$ cat config.mk
export PLATFORM = sky130hd
export DESIGN_NAME = mips_encode_writer_flat
export DESIGN_NICKNAME = d
export VERILOG_FILES = /design/src/rtl/mips_encode_writer_if.sv /design/src/rtl/mips_encode_writer.sv /design/src/flat_wrapper.sv
export SDC_FILE = /design/constraint.sdc
export NUM_CORES = 1
export LEC_CHECK = 0
export ABC_AREA = 1
export BUFFER_PORTS_ARGS = -buffer_cell sky130_fd_sc_hd__buf_2
export CAP_MARGIN = 15
export CORE_MARGIN = 2
export CORE_UTILIZATION = 47
export DETAILED_ROUTE_END_ITERATION = 10
export GPL_TIMING_DRIVEN = 0
export PLACE_DENSITY = 0.77
export SLEW_MARGIN = 20
export SYNTH_ARGS = -nofsm -noshare
export SYNTH_HDL_FRONTEND = slang
export SYNTH_SLANG_ARGS = --single-unit
$ cat constraint.sdc
create_clock -name clock -period 1.87 [get_ports clock]
set_input_delay 0.0935 -clock clock [delete_from_list [all_inputs] [get_ports clock]]
set_output_delay 0.0935 -clock clock [all_outputs]
set_load 0.05 [all_outputs]
$ cat src/rtl/mips_encode_writer_if.sv
// Request handshake and instruction-memory write bus for mips_encode_writer.
// The master drives requests and observes the writes; the slave is the encoder.
interface mips_encode_writer_if #(
    parameter int ADDR_W = 10
);
    logic              in_valid;
    logic              in_ready;
    logic [3:0]        in_op;
    logic [4:0]        in_rs;
    logic [4:0]        in_rt;
    logic [4:0]        in_rd;
    logic [15:0]       in_imm;
    logic              wr_en;
    logic [ADDR_W-1:0] wr_addr;
    logic [31:0]       wr_data;

    modport master (
        output in_valid, in_op, in_rs, in_rt, in_rd, in_imm,
        input  in_ready, wr_en, wr_addr, wr_data
    );

    modport slave (
        input  in_valid, in_op, in_rs, in_rt, in_rd, in_imm,
        output in_ready, wr_en, wr_addr, wr_data
    );
endinterface

$ cat src/rtl/mips_encode_writer.sv
// Encodes ALU operation requests into MIPS R/I-type words and writes them to
// consecutive instruction-memory addresses, one run of max_count words per start.
module mips_encode_writer #(
    parameter int ADDR_W = 10
) (
    input  logic                clock,
    input  logic                reset,
    input  logic                start,
    input  logic [ADDR_W-1:0]   base_addr,
    input  logic [ADDR_W:0]     max_count,
    output logic [ADDR_W:0]     count,
    output logic                done,
    output logic                bad_op,
    mips_encode_writer_if.slave bus
);

    typedef enum logic [1:0] {IDLE, RUN, DONE} state_t;

    state_t            state;
    logic [ADDR_W-1:0] pointer;
    logic [ADDR_W:0]   limit;
    logic              accept;
    logic              op_ok;

    // R-type ops carry a funct code, I-type ops an opcode; rd/imm go unused accordingly.
    function automatic logic [31:0] encode(input logic [3:0] op, input logic [4:0] rs,
                                           input logic [4:0] rt, input logic [4:0] rd,
                                           input logic [15:0] imm);
        logic [5:0] code;
        logic       rtype;
        code  = 6'h00;
        rtype = 1'b1;
        case (op)
            4'd0:    code = 6'h20;
            4'd1:    code = 6'h22;
            4'd2:    code = 6'h24;
            4'd3:    code = 6'h25;
            4'd4:    code = 6'h27;
            4'd5:    code = 6'h26;
            4'd6:    begin code = 6'h08; rtype = 1'b0; end
            4'd7:    begin code = 6'h0c; rtype = 1'b0; end
            4'd8:    begin code = 6'h0d; rtype = 1'b0; end
            4'd9:    begin code = 6'h0e; rtype = 1'b0; end
            default: code = 6'h00;
        endcase
        return rtype ? {6'h00, rs, rt, rd, 5'h00, code} : {code, rs, rt, imm};
    endfunction

    assign bus.in_ready = (state == RUN) && (count != limit);
    assign done         = (state == DONE);
    assign accept       = bus.in_valid && bus.in_ready;
    assign op_ok        = (bus.in_op <= 4'd9);

    always_ff @(posedge clock or posedge reset) begin
        if (reset) begin
            state       <= IDLE;
            pointer     <= '0;
            limit       <= '0;
            count       <= '0;
            bad_op      <= 1'b0;
            bus.wr_en   <= 1'b0;
            bus.wr_addr <= '0;
            bus.wr_data <= '0;
        end else begin
            bus.wr_en <= 1'b0;
            case (state)
                IDLE, DONE: begin
                    if (start) begin
                        state   <= RUN;
                        pointer <= base_addr;
                        limit   <= max_count;
                        count   <= '0;
                        bad_op  <= 1'b0;
                    end
                end
                RUN: begin
                    // A zero-length run finishes here without ever raising in_ready.
                    if (count == limit) begin
                        state <= DONE;
                    end else if (accept) begin
                        if (op_ok) begin
                            bus.wr_en   <= 1'b1;
                            bus.wr_addr <= pointer;
                            bus.wr_data <= encode(bus.in_op, bus.in_rs, bus.in_rt,
                                                  bus.in_rd, bus.in_imm);
                            pointer     <= pointer + 1'b1;
                            count       <= count + 1'b1;
                            if ((count + 1'b1) == limit)
                                state <= DONE;
                        end else begin
                            bad_op <= 1'b1;
                        end
                    end
                end
                default: state <= IDLE;
            endcase
        end
    end

endmodule

$ cat src/flat_wrapper.sv
// flat-port wrapper written by rule: the top's interface ports become plain ports
module mips_encode_writer_flat 
#(
    parameter int ADDR_W = 10
)
  (clock, reset, start, base_addr, max_count, count, done, bad_op, bus_in_valid, bus_in_op, bus_in_rs, bus_in_rt, bus_in_rd, bus_in_imm, bus_in_ready, bus_wr_en, bus_wr_addr, bus_wr_data);
  mips_encode_writer_if #(.ADDR_W(ADDR_W)) bus_i ();
  input  logic clock;
  input  logic reset;
  input  logic start;
  input  logic [ADDR_W-1:0] base_addr;
  input  logic [ADDR_W:0] max_count;
  output logic [ADDR_W:0] count;
  output logic done;
  output logic bad_op;
  input wire logic [$bits(bus_i.in_valid)-1:0] bus_in_valid;
  input wire logic [$bits(bus_i.in_op)-1:0] bus_in_op;
  input wire logic [$bits(bus_i.in_rs)-1:0] bus_in_rs;
  input wire logic [$bits(bus_i.in_rt)-1:0] bus_in_rt;
  input wire logic [$bits(bus_i.in_rd)-1:0] bus_in_rd;
  input wire logic [$bits(bus_i.in_imm)-1:0] bus_in_imm;
  output wire logic [$bits(bus_i.in_ready)-1:0] bus_in_ready;
  output wire logic [$bits(bus_i.wr_en)-1:0] bus_wr_en;
  output wire logic [$bits(bus_i.wr_addr)-1:0] bus_wr_addr;
  output wire logic [$bits(bus_i.wr_data)-1:0] bus_wr_data;
  assign bus_i.in_valid = bus_in_valid;
  assign bus_i.in_op = bus_in_op;
  assign bus_i.in_rs = bus_in_rs;
  assign bus_i.in_rt = bus_in_rt;
  assign bus_i.in_rd = bus_in_rd;
  assign bus_i.in_imm = bus_in_imm;
  assign bus_in_ready = bus_i.in_ready;
  assign bus_wr_en = bus_i.wr_en;
  assign bus_wr_addr = bus_i.wr_addr;
  assign bus_wr_data = bus_i.wr_data;
  mips_encode_writer #(.ADDR_W(ADDR_W)) u_core (.clock(clock), .reset(reset), .start(start), .base_addr(base_addr), .max_count(max_count), .count(count), .done(done), .bad_op(bad_op), .bus(bus_i));
endmodule
* After elaboration in Yosys (flattened, before gate mapping)
Cells that the tools add are included.
** Storage, ports and cells
- ROM bits :: 0
- Flip-flop bits (word level) :: 78
- Word-level logic and storage cells :: 78
- Bits of input ports :: 60
- Memories :: 0
- Latch bits :: 0
- Output and inout port bits :: 57
- RAM bits :: 0
** Cells by class
- Muxes and demuxes :: 32
- $add $sub $neg :: 2
- Shifts and indexed selects :: 0
- Div/mod/pow operators :: 0
- Eq/ne operators :: 22
- Order comparisons :: 1
- Reductions and logical operators :: 12
- $mul :: 0
- Bitwise logic cells :: 1
** Operators with widths (number)
- case mux 6 bit (10 select lines) :: 1
- 2-to-1 mux 11 bit :: 4
- 2-to-1 mux 10 bit :: 4
- 2-to-1 mux 32 bit :: 1
- == test 11 bit :: 2
- case mux 11 bit (2 select lines) :: 1
- case mux 10 bit (2 select lines) :: 1
- == test 4 x 3 -> 1 bit (second input constant) :: 4
- 2-to-1 mux 1 bit :: 13
- adder 11 x 1 -> 11 bit (second input constant) :: 1
- != test 11 bit :: 1
- adder 10 x 1 -> 10 bit (second input constant) :: 1
- 2-to-1 mux 2 bit :: 5
- AND reduction 5 bit :: 2
- == test 4 x 2 -> 1 bit (second input constant) :: 2
- == test 4 bit (second input constant) :: 2
- AND reduction 4 bit :: 2
- != test 2 bit (second input constant) :: 3
- != test 3 x 2 -> 1 bit (second input constant) :: 2
- == test 4 x 1 -> 1 bit (second input constant) :: 1
- less-or-equal comparator 4 bit (second input constant) :: 1
- zero test 4 bit :: 1
- != test 2 x 1 -> 1 bit (second input constant) :: 2
- case mux 2 bit (2 select lines) :: 1
- 11 further kinds :: 12

* Logic depth before layout (Yosys ltp)
- Word-level depth :: 8
- Gate-level depth with buffers :: 13
- Gate-level depth less buffers :: 13

* Worst setup path after synthesis
OpenSTA, ideal clock, no wires.
- Path kind :: reg-to-reg
- From :: reg u_core.count[5]
- To :: reg u_core.state[1]
- Library setup time :: 0.117 ns
- Arrival :: 2.239 ns
- Cell stages (with the launch flop) :: 9
- Required time :: 1.753 ns
- Clock period less this slack :: 2.356 ns
- Buffers on the path :: 1
- Path slack :: -0.486 ns
- Path through :: dfrtp_1 > buf_2 > xnor2_1 > nand2_1 > nor3_2 > a21oi_1 > nand2_1 > nand2_1 > nand2_1
** Between the ends
- Cells in the longest elaborated chain, start to end :: 5
- Elaborated cells on any way between the ends :: 12
- Classes of those cells :: add/sub (1); eq/ne (6); mux (2); reduce/logical (3)
** Ends and longest elaborated chain
- from (decl) :: RTL line mips_encode_writer.sv:11 : output logic [ADDR_W:0] count,
- from (signal assigned) :: RTL line mips_encode_writer.sv:87 : count <= count + 1'b1;
- != test 11 bit :: RTL line mips_encode_writer.sv:49 : assign bus.in_ready = (state == RUN) && (count != limit);
- logical AND 1 bit :: RTL line mips_encode_writer.sv:49
- via bus_in_ready :: RTL line flat_wrapper.sv:22 : output wire logic [$bits(bus_i.in_ready)-1:0] bus_in_ready;
- logical AND 1 bit :: RTL line mips_encode_writer.sv:51 : assign accept = bus.in_valid && bus.in_ready;
- != test 3 x 2 -> 1 bit (no line)
- AND reduction 4 bit (no line)
- to (signal assigned) :: RTL line mips_encode_writer.sv:56 : state <= IDLE;
- to (signal assigned) :: RTL line mips_encode_writer.sv:69 : state <= RUN;
- to (signal assigned) :: RTL line mips_encode_writer.sv:79 : state <= DONE;
- to (decl) :: RTL line mips_encode_writer.sv:19 : state_t state;
The timed path passes the listed nets, and every way through them passes these cells.
A chain may end at the register's enable or synchronous reset.

* Worst setup path after layout
- From :: reg u_core.count[10]
- To :: reg u_core.count[3]
** Between the ends
- Cells in the longest elaborated chain, start to end :: 5
- Elaborated cells on any way between the ends :: 7
- Classes of those cells :: eq/ne (4); reduce/logical (3)
** Ends and longest elaborated chain (RTL line)
- != test 11 bit :: mips_encode_writer.sv:49
- logical AND 1 bit :: mips_encode_writer.sv:49
- logical AND 1 bit :: mips_encode_writer.sv:51
- != test 2 x 1 -> 1 bit (no line)
- AND reduction 5 bit (no line) (*)
Mark *: on every way between the ends. The rest lies on a longest branch, timed or not.

==> flow_summary.yaml <==
finish:
  n_antenna_cell: 0
  utilization: 0.6772
  area_delta_synth_final_pct: 39.99
  drive_above_1_share: 0.2983
  fin_area_sq_mm: 0.005537
  nets: 751
  fin_cells: 799
drt:
  drc: 0
  wirelength_um: 10970
  detail-route-antenna-nets: 0
  vias_per_cell: 5.000
  drt_iter0_drc: 146
  vias: 3995
  drt-pass1-iter-count: 5
  wire_per_inst_um: 13.72
power_and_ir_drop:
  pwr_density_cell_mw_per_mm2: 1578
  sw_frac_of_total: 0.5130
  fin_total_pwr_mw: 8.739
  p_seq_frac: 0.323
  intPower_mw: 4.256
  leakage_nw: 3.034
  net-switching-power_mw: 4.484
  vdd_drop_max_mv: 0.5725
  p_clk_frac: 0.136
  combPwrFrac: 0.541
clock_network:
  cts_tree: "built"
  clkTransAtPathRegs_ps: 90
  htreeDepth: 3
  cts_made_buffers: 9
  clk_latency_ps: 360
  cts.sinks: 77
  cts_buffer_depth: 2
  ctsRootBufferMaster: "clkbuf_8"
yosys:
  syn-cell-area_sq_mm: 0.003955
  synth_fa_ha_area_frac: 0.006327
  synthFlopType: "dfrtp_1"
  async_reset_ff_frac: 1.000
  syn_inst: 518
  syn_nets: 580
  avgSynthCellArea_sq_um: 7.635
  synth_edf_count: 0
  ys_seq_area_frac: 0.4872
  synthMuxAreaShare: 0.01265
  yosysUniqueCellTypes: 33
  synth_xor_xnor_area_share: 0.03986
  ys_seq_elements: 77
  synth_top_family_by_area: "simple AND/OR/NAND/NOR gates"
  synthSimpleGateAreaFrac: 0.3258
  synth_compound_area_frac: 0.05252
  ys_warn_count: 0
sta:
  finalMaxSlewViolations: 0
  fin_skew_ps: 6.577
  worst_slack_ps: 32.45
  min_period_ps: 1838
  whs_ps: 35.44
  finalSetupViolCount: 0
  worst_pin_slew_ps: 636.7
  fin_tns_setup_ps: 0
  maxSlewHeadroom: 0.5746
  grt_setup_unrepaired: "true"
  fin_crit_sh: 0.9826
  timing.fmax_mhz: 544.2
  hold_violations: 0
die:
  die_height_um: 95.74
  ios: 117
  dieArea_sq_mm: 0.009165
  fp.dieW_um: 95.74
  core_area_sq_mm: 0.008175
  start_util: 0.4838
  rows: 33
setup_path:
  critical_path.max_fanout: 5
  crit_required_ps: 2120
  crit_path_end_kind: "flip-flop"
  cp_cell_sequence: "xor2_2 > nor2_1 > nand3_1 > nor2_4 > nand2_4 > nand4_4 > nand2_4 > clkbuf_16 > nand2_4 > nand2_1"
  arrival_ps: 2090
  crit_top_cell: "nand2_4"
  startpoint_type: "flip-flop"
  worstSetupPathType: "reg -> reg"
  slowest_stage: "dfrtp_2"
  cpPeakStageDelay_ps: 460
global_routing:
  first_global_vias: 3660
  grt_max_degree: 29
  grt-ovfl-total: 0
  grt_pass1_wl_um: 16600
  track_usage: 0.2354
  antenna_found_initial: 0
placed_design:
  place_congestion: 0.8805
  place_inst: 739
  placed_area_sq_mm: 0.004736
  hpwl_um: 7354
  io_buffers: 114
  pre_cts_slack_ps: -113.6
status:
  outcome: "finished clean"
worst_hold_path:
  hp-class: "in -> reg"
run:
  drv_cap: 0
[routing by layer]
| layer | GRT usage | vias up | routed length (um) |
|---|---|---|---|
| li1 | - | 1972 | - |
| met1 | 0.2865 | 1862 | 4470 |
| met2 | 0.4085 | 139 | 5524 |
| met3 | 0.05325 | 22 | 718 |
| met4 | 0.08690 | 0 | 252 |
| met5 | 0 | - | 0 |
[state kept, by name (all words and copies together), names as in the netlist]
name / cells
u_core.bad_op: 1
u_core.bus.wr_addr: 10
u_core.bus.wr_data: 31
u_core.bus.wr_en: 1
u_core.count: 11
u_core.limit: 11
u_core.pointer: 10
u_core.state: 2
[power groups by stage]
| stage | sequential [mW] | combinational (mW) | clock (mW) |
|---|---|---|---|
| floorplan | 4.25 | 1.74 | 0 |
| global placement | 2.79 | 4.12 | 0 |
| detailed placement | 2.82 | 4.22 | 0 |
| CTS | 2.80 | 4.39 | 1.20 |
| global route | 2.90 | 5.14 | 1.29 |
| finish | 2.83 | 4.73 | 1.19 |
[cell usage in the layout (no fill, tap or decap), types with 7 or more instances in the layout]
master	instances
dlygate4sd3_1	30
buf_2	114
buf_4	23
inv_1	44
nand3_1	46
o21ai_0	27
nand2_2	9
nor2_1	19
dfrtp_1	67
xor2_1	7
dfrtp_2	10
nand2_1	208
clkbuf_8	9
[path summary, 6_finish.rpt]
check	start	end	slack, ps	cells after the start
worst max-delay path	u_core.count[10]	u_core.count[3]	30	10
worst min-delay path	base_addr[7]	u_core.pointer[7]	40	5
worst max register to register	u_core.count[10]	u_core.count[3]	30	10
worst min register to register	u_core.bus.wr_data[20]	u_core.bus.wr_data[20]	480	2
max in group asynchronous	reset	u_core.count[7]	770	5
min in group asynchronous	reset	u_core.bus.wr_data[11]	360	3
[Yosys cell counts (6+ instances only)]
library cell,count,share of area
nand2_1,219,0.21
dfrtp_1,77,0.49
nand3_1,47,0.059
inv_1,45,0.043
o21ai_0,27,0.034
nor2_1,24,0.023
xor2_1,10,0.022
xnor2_1,8,0.018
a21oi_1,6,0.0076
buf_2,6,0.0076
clkbuf_1,6,0.0057
[cell families after synthesis]
family                     Yosys count
buffers and inverters               67
muxes                                5
and+or+nand+nor                    309
xor gates and xnor gates            18
adders and majority gates            2
AOI/OAI and AO/OA                   39
DFF                                 77
other                                1
[worst max-delay path: cells and delay by family, from the launching register on]
family        cells  cell delay, ps
flops             1             460
xor+xnor          1             170
buf+inv           1             180
simple gates      8             930
[repair_timing]
item,CTS,global route
setup buffers,3,11
cloned,1,1
resized for setup,13,40
endpoints found under the hold margin,56,0
pin swaps,4,7
endpoints found under the setup margin,72,68
hold buffers,30,0
[cell type report]
cell class | instances | area [sq um]
fill | 681 | 2639
tap | 105 | 131.4
inverter | 46 | 178.9
sequential | 77 | 1939
clock inverter | 7 | 58.81
buffer | 19 | 141.4
multi-input combinational | 375 | 1919
timing repair buffer | 161 | 1044
clock buffer | 9 | 123.9
Power figures use the tool's default switching activity.
